--- config.mk ---
export PLATFORM = sky130hd
export DESIGN_NAME = reg_dump
export DESIGN_NICKNAME = d
export VERILOG_FILES = /design/src/rtl/reg_dump_pkg.sv /design/src/rtl/reg_dump.sv
export SDC_FILE = /design/constraint.sdc
export NUM_CORES = 1
export LEC_CHECK = 0
export ABC_CLOCK_PERIOD_IN_PS = 2500
export CAP_MARGIN = 20
export CORE_UTILIZATION = 43
export DETAILED_ROUTE_END_ITERATION = 6
export GPL_TIMING_DRIVEN = 0
export PLACE_DENSITY = 0.78
export SLEW_MARGIN = 30
export SYNTH_ARGS = -nofsm -noshare
export SYNTH_HDL_FRONTEND = slang
export SYNTH_SLANG_ARGS = --single-unit
--- constraint.sdc ---
create_clock -name clk -period 2.5 [get_ports clk]
set_input_delay 0.625 -clock clk [delete_from_list [all_inputs] [get_ports clk]]
set_output_delay 0.625 -clock clk [all_outputs]
set_load 0.005 [all_outputs]
--- src/rtl/reg_dump_pkg.sv ---
// Shared types and defaults for the register-file dump engine.
package reg_dump_pkg;

    localparam int NUM_REGS_DEF = 4;
    localparam int DATA_W_DEF   = 8;

    typedef enum logic [2:0] {
        ST_IDLE,
        ST_ADDR,
        ST_SEND,
        ST_CSUM,
        ST_FIN
    } state_t;

    function automatic int idx_w(input int n);
        return (n > 1) ? $clog2(n) : 1;
    endfunction

endpackage

--- src/rtl/reg_dump.sv ---
// Streams every register-file entry out over a valid/ready port.
// Optional trailing XOR checksum beat: define REG_DUMP_CHECKSUM_EN.
module reg_dump
    import reg_dump_pkg::*;
#(
    parameter int NUM_REGS = NUM_REGS_DEF,
    parameter int DATA_W   = DATA_W_DEF,
    localparam int IW      = idx_w(NUM_REGS)
) (
    input  logic              clk,
    input  logic              Reset,
    input  logic              start,
    output logic [IW-1:0]     RdAddr,
    input  logic [DATA_W-1:0] RdData,
    output logic [DATA_W-1:0] out_data,
    output logic              out_valid,
    input  logic              out_ready,
    output logic              busy,
    output logic              done
);

    localparam logic [IW-1:0] LAST = IW'(NUM_REGS - 1);

    state_t            r_state;
    state_t            w_next;
    logic [IW-1:0]     r_idx;
    logic [DATA_W-1:0] r_out_data;
    logic              w_valid;
    logic              w_xfer;
    logic              w_last;

    assign w_xfer   = w_valid & out_ready;
    assign w_last   = (r_idx == LAST);
    assign RdAddr   = r_idx;
    assign out_data = r_out_data;

    always_ff @(posedge clk or negedge Reset) begin
        if (!Reset) begin
            r_state <= ST_IDLE;
        end else begin
            r_state <= w_next;
        end
    end

    always_comb begin
        w_next = r_state;
        unique case (r_state)
            ST_IDLE: if (start) w_next = ST_ADDR;
            ST_ADDR: w_next = ST_SEND;
            ST_SEND: begin
                if (w_xfer) begin
`ifdef REG_DUMP_CHECKSUM_EN
                    w_next = w_last ? ST_CSUM : ST_ADDR;
`else
                    w_next = w_last ? ST_FIN : ST_ADDR;
`endif
                end
            end
`ifdef REG_DUMP_CHECKSUM_EN
            ST_CSUM: if (w_xfer) w_next = ST_FIN;
`endif
            ST_FIN:  w_next = ST_IDLE;
            default: w_next = ST_IDLE;
        endcase
    end

    always_comb begin
        w_valid = (r_state == ST_SEND);
`ifdef REG_DUMP_CHECKSUM_EN
        w_valid = w_valid | (r_state == ST_CSUM);
`endif
        out_valid = w_valid;
        busy      = (r_state != ST_IDLE);
        done      = (r_state == ST_FIN);
    end

`ifdef REG_DUMP_CHECKSUM_EN
    logic [DATA_W-1:0] r_csum;

    // Running XOR of the snapshots taken so far in this dump.
    always_ff @(posedge clk or negedge Reset) begin
        if (!Reset) begin
            r_csum <= '0;
        end else if (r_state == ST_IDLE && start) begin
            r_csum <= '0;
        end else if (r_state == ST_ADDR) begin
            r_csum <= r_csum ^ RdData;
        end
    end
`endif

    always_ff @(posedge clk or negedge Reset) begin
        if (!Reset) begin
            r_idx      <= '0;
            r_out_data <= '0;
        end else begin
            unique case (r_state)
                ST_IDLE: if (start) r_idx <= '0;
                ST_ADDR: r_out_data <= RdData;
                ST_SEND: begin
                    if (w_xfer && !w_last) begin
                        r_idx <= r_idx + IW'(1);
                    end
`ifdef REG_DUMP_CHECKSUM_EN
                    if (w_xfer && w_last) begin
                        r_out_data <= r_csum;
                    end
`endif
                end
                default: ;
            endcase
        end
    end

endmodule

==> results of run 1 <==
==> kinds of logic (layout without fill, tap and decap cells) <==
family	count (synthesis)	count (layout)	synth area share, %
simple gates	17	17	19.32
mux	9	9	16.99
compound gates	4	4	4.670
buf+inv	2	30	1.699
flops	13	13	55.20
fa+ha+maj	1	1	2.123
==> state kept, by name (all words and copies together) (netlist names) <==
name	count
RdAddr	2
out_data	8
r_state	3
==> cell usage in the layout, fill, tap and decap left out <==
master	count
nand2b_2	1
mux2i_1	1
a21oi_1	1
dfrtp_1	13
nand2_1	2
clkbuf_1	1
nand4b_1	1
buf_2	2
nor3_1	1
nor3b_1	1
and3_1	1
or3_2	1
o211ai_1	1
ha_1	1
nor2b_1	1
nand4_1	1
nand3b_1	1
and2_1	1
nor2_1	3
nor2_8	1
mux2_2	8
clkbuf_4	3
nand3_1	1
clkdlybuf4s50_1	24
o31ai_1	2
==> report_power, final <==
| group | total [W] | switching, W | internal [W] |
|---|---|---|---|
| sequential | 0.000365 | 0.0000623 | 0.000303 |
| clock | 0.000127 | 0.0000652 | 0.0000618 |
| combinational | 0.000452 | 0.000154 | 0.000299 |
| total | 0.000945 | 0.000281 | 0.000664 |
==> layout make-up <==
class                      instances  share of cell area, %
buffer                             2                  1.146
clock buffer                       4                  3.009
multi-input combinational         31                  29.08
sequential                        13                  37.25
tap                               14                  2.006
timing repair buffer              24                  27.51
==> metrics by stage <==
stage / setup WS (ns) / std cells
floorplan: 0.8931 / 46
global placement: 0.4236 / 84
detailed placement: 0.4222 / 84
CTS: 0.1068 / 88
global route: 0.06862 / 88
finish: 0.1280 / 88
==> worst min-delay path by stage <==
stage / depth (start not counted) / from / endpoint
6_report: 1 / out_data[3]$_DFFE_PN0N_ / out_data[3]$_DFFE_PN0N_
4_1_cts: 1 / out_data[3]$_DFFE_PN0N_ / out_data[3]$_DFFE_PN0N_
5_1_grt: 1 / out_data[3]$_DFFE_PN0N_ / out_data[3]$_DFFE_PN0N_
2_1_floorplan: 0 / Reset / RdAddr[0]$_DFFE_PN0P_
3_3_place_gp: 1 / out_data[4]$_DFFE_PN0N_ / out_data[4]$_DFFE_PN0N_
3_5_place_dp: 1 / out_data[3]$_DFFE_PN0N_ / out_data[3]$_DFFE_PN0N_
==> synthesized netlist by cell type <==
cell type / count
buf_2: 2
nand2b_2: 1
or3_2: 1
a21oi_1: 1
nand3b_1: 1
nand4_1: 1
nor2_1: 3
dfrtp_1: 13
o211ai_1: 1
nor3_1: 1
nor2_8: 1
o31ai_1: 2
nand2_1: 2
and2_1: 1
mux2_2: 8
nor3b_1: 1
and3_1: 1
nand4b_1: 1
nand3_1: 1
mux2i_1: 1
nor2b_1: 1
ha_1: 1
==> layer usage <==
layer / global-route usage (%) / routed length, µm
met5: 0 / 0
met4: 10.34 / 7
met3: 8.671 / 47
met2: 32.08 / 612
met1: 24.91 / 507
==> run metrics, run 1 <==
register area=325.3 µm²; Netlist Area Pre-Place=589.3 µm²; top cell type's share of synthesized area=55.20%; first-pass GRT wire length=2.007 mm; Worst path depth=3; Routed WL per cell=13.35 µm; Final setup viols=0; Longest Clk Path Bufs=2; fin util=73.63%; Post-Layout Inst Area=873.3 µm²; fmax=0.4216 GHz; count of pins over their slew limit=0; Worst setup EP type=output port; clk_lat worst skew=0.27 ns; register area share after synthesis=55.20%; outcome=completed; clock root buffer=clkbuf_4; pin count of the biggest net entering global routing=14; CTS HTree Levels=1; Max Cap Viol=0; r2r startpoint=r_state[0]$_DFFE_PN0P_; total CTS buffers=3; Resize count post-CTS=0; initial antenna violation count=0; relative slew slack=61.72%; clock-pin slew on the worst setup and hold paths=0.08 ns; Area after DPL=847.1 µm²; Starting Density=49.68%; R2R Setup Slk=1.20 ns; total congestion overflow=0; setup bufs post-CTS=0; Slowest-stage cell, CP=or3_2; total die area=1523 µm²; Post-CTS Hold Buffers=0; setup tns final=0 ns; Unique masters post-synth=22; skew final=0.004293 ns; Final #Nets=88; YS warnings=0; Core ar.=1186 µm²; power density over cell area=1082 nW/µm²; Hold Vio Cnt, Final=0; Vias=470; area occupied by multi-input gates=254.0 µm²; Critical Path End=busy; Crit path arrival time=1.75 ns; final worst path period share=94.88%; cell taking the most area after synthesis=dfrtp_1; syn nets=59; Worst R2R End=out_data[7]$_DFFE_PN0N_; Mapped Cells=46; DR DRC count=0; clock sink total=13; Peak VDD IR=0.6746 mV; total wire length=1.175 mm; actual slew at the worst max-slew pin=0.5725 ns; worst r2r path cells=3; Crit path max-delay family=buffers and inverters; DRT antenna net count=0; Pre-antenna DRT Iters=2; synth top area cells=dfrtp_1 (55%), mux2_2 (15%), nor2_8 (3.4%); Hold WS=0.5114 ns; Required @ worst endpoint=1.88 ns; Pleak=0.3734 nW; Worst Path Max Fanout=10; min Tclk post-route=2.372 ns; Detail Placement HPWL=899.5 µm; RSZ-0062 raised after global routing=no; critical path cell sequence=buf_2 -> or3_2 -> clkdlybuf4s50_1; max incr delay on CP=0.47 ns; CTS tree=built; Mean Syn Cell Area=12.81 µm²; Crit Path Category=flop to output port; gp weighted congestion=0.8374; crit path launch type=flop; Worst Hold Class=flop to flop; CP Buf/Inv Count=2; Yosys reg bits=13; Die Ht=39.02 µm; crit path from=r_state[1]$_DFFE_PN0P_; Die W=39.02 µm; Area Growth Syn to Fin=48.20%; io pins=25; number of fill cells in the layout=98; Port Buffers=24; FP Rows=12; diode count=0; vias in the first global route=472; post-layout power=0.0009446 W; share of cells above drive strength 1=21.62%; Vias/cell=5.341; All-Layer GR Usage=20.92%; DRT iter0 DRCs=7
Note: power is estimated with default switching activity, not from simulation.
==> inputs of run 2 (changes only) <==
--- a/config.mk
+++ b/config.mk
@@ -11,7 +11,7 @@
 export DETAILED_ROUTE_END_ITERATION = 6
 export GPL_TIMING_DRIVEN = 0
 export PLACE_DENSITY = 0.78
-export SLEW_MARGIN = 30
+export SLEW_MARGIN = 20
 export SYNTH_ARGS = -nofsm -noshare
 export SYNTH_HDL_FRONTEND = slang
 export SYNTH_SLANG_ARGS = --single-unit
==> results of run 2 <==
Same layout as run 1: the final DEF is identical, and so are final timing and power.
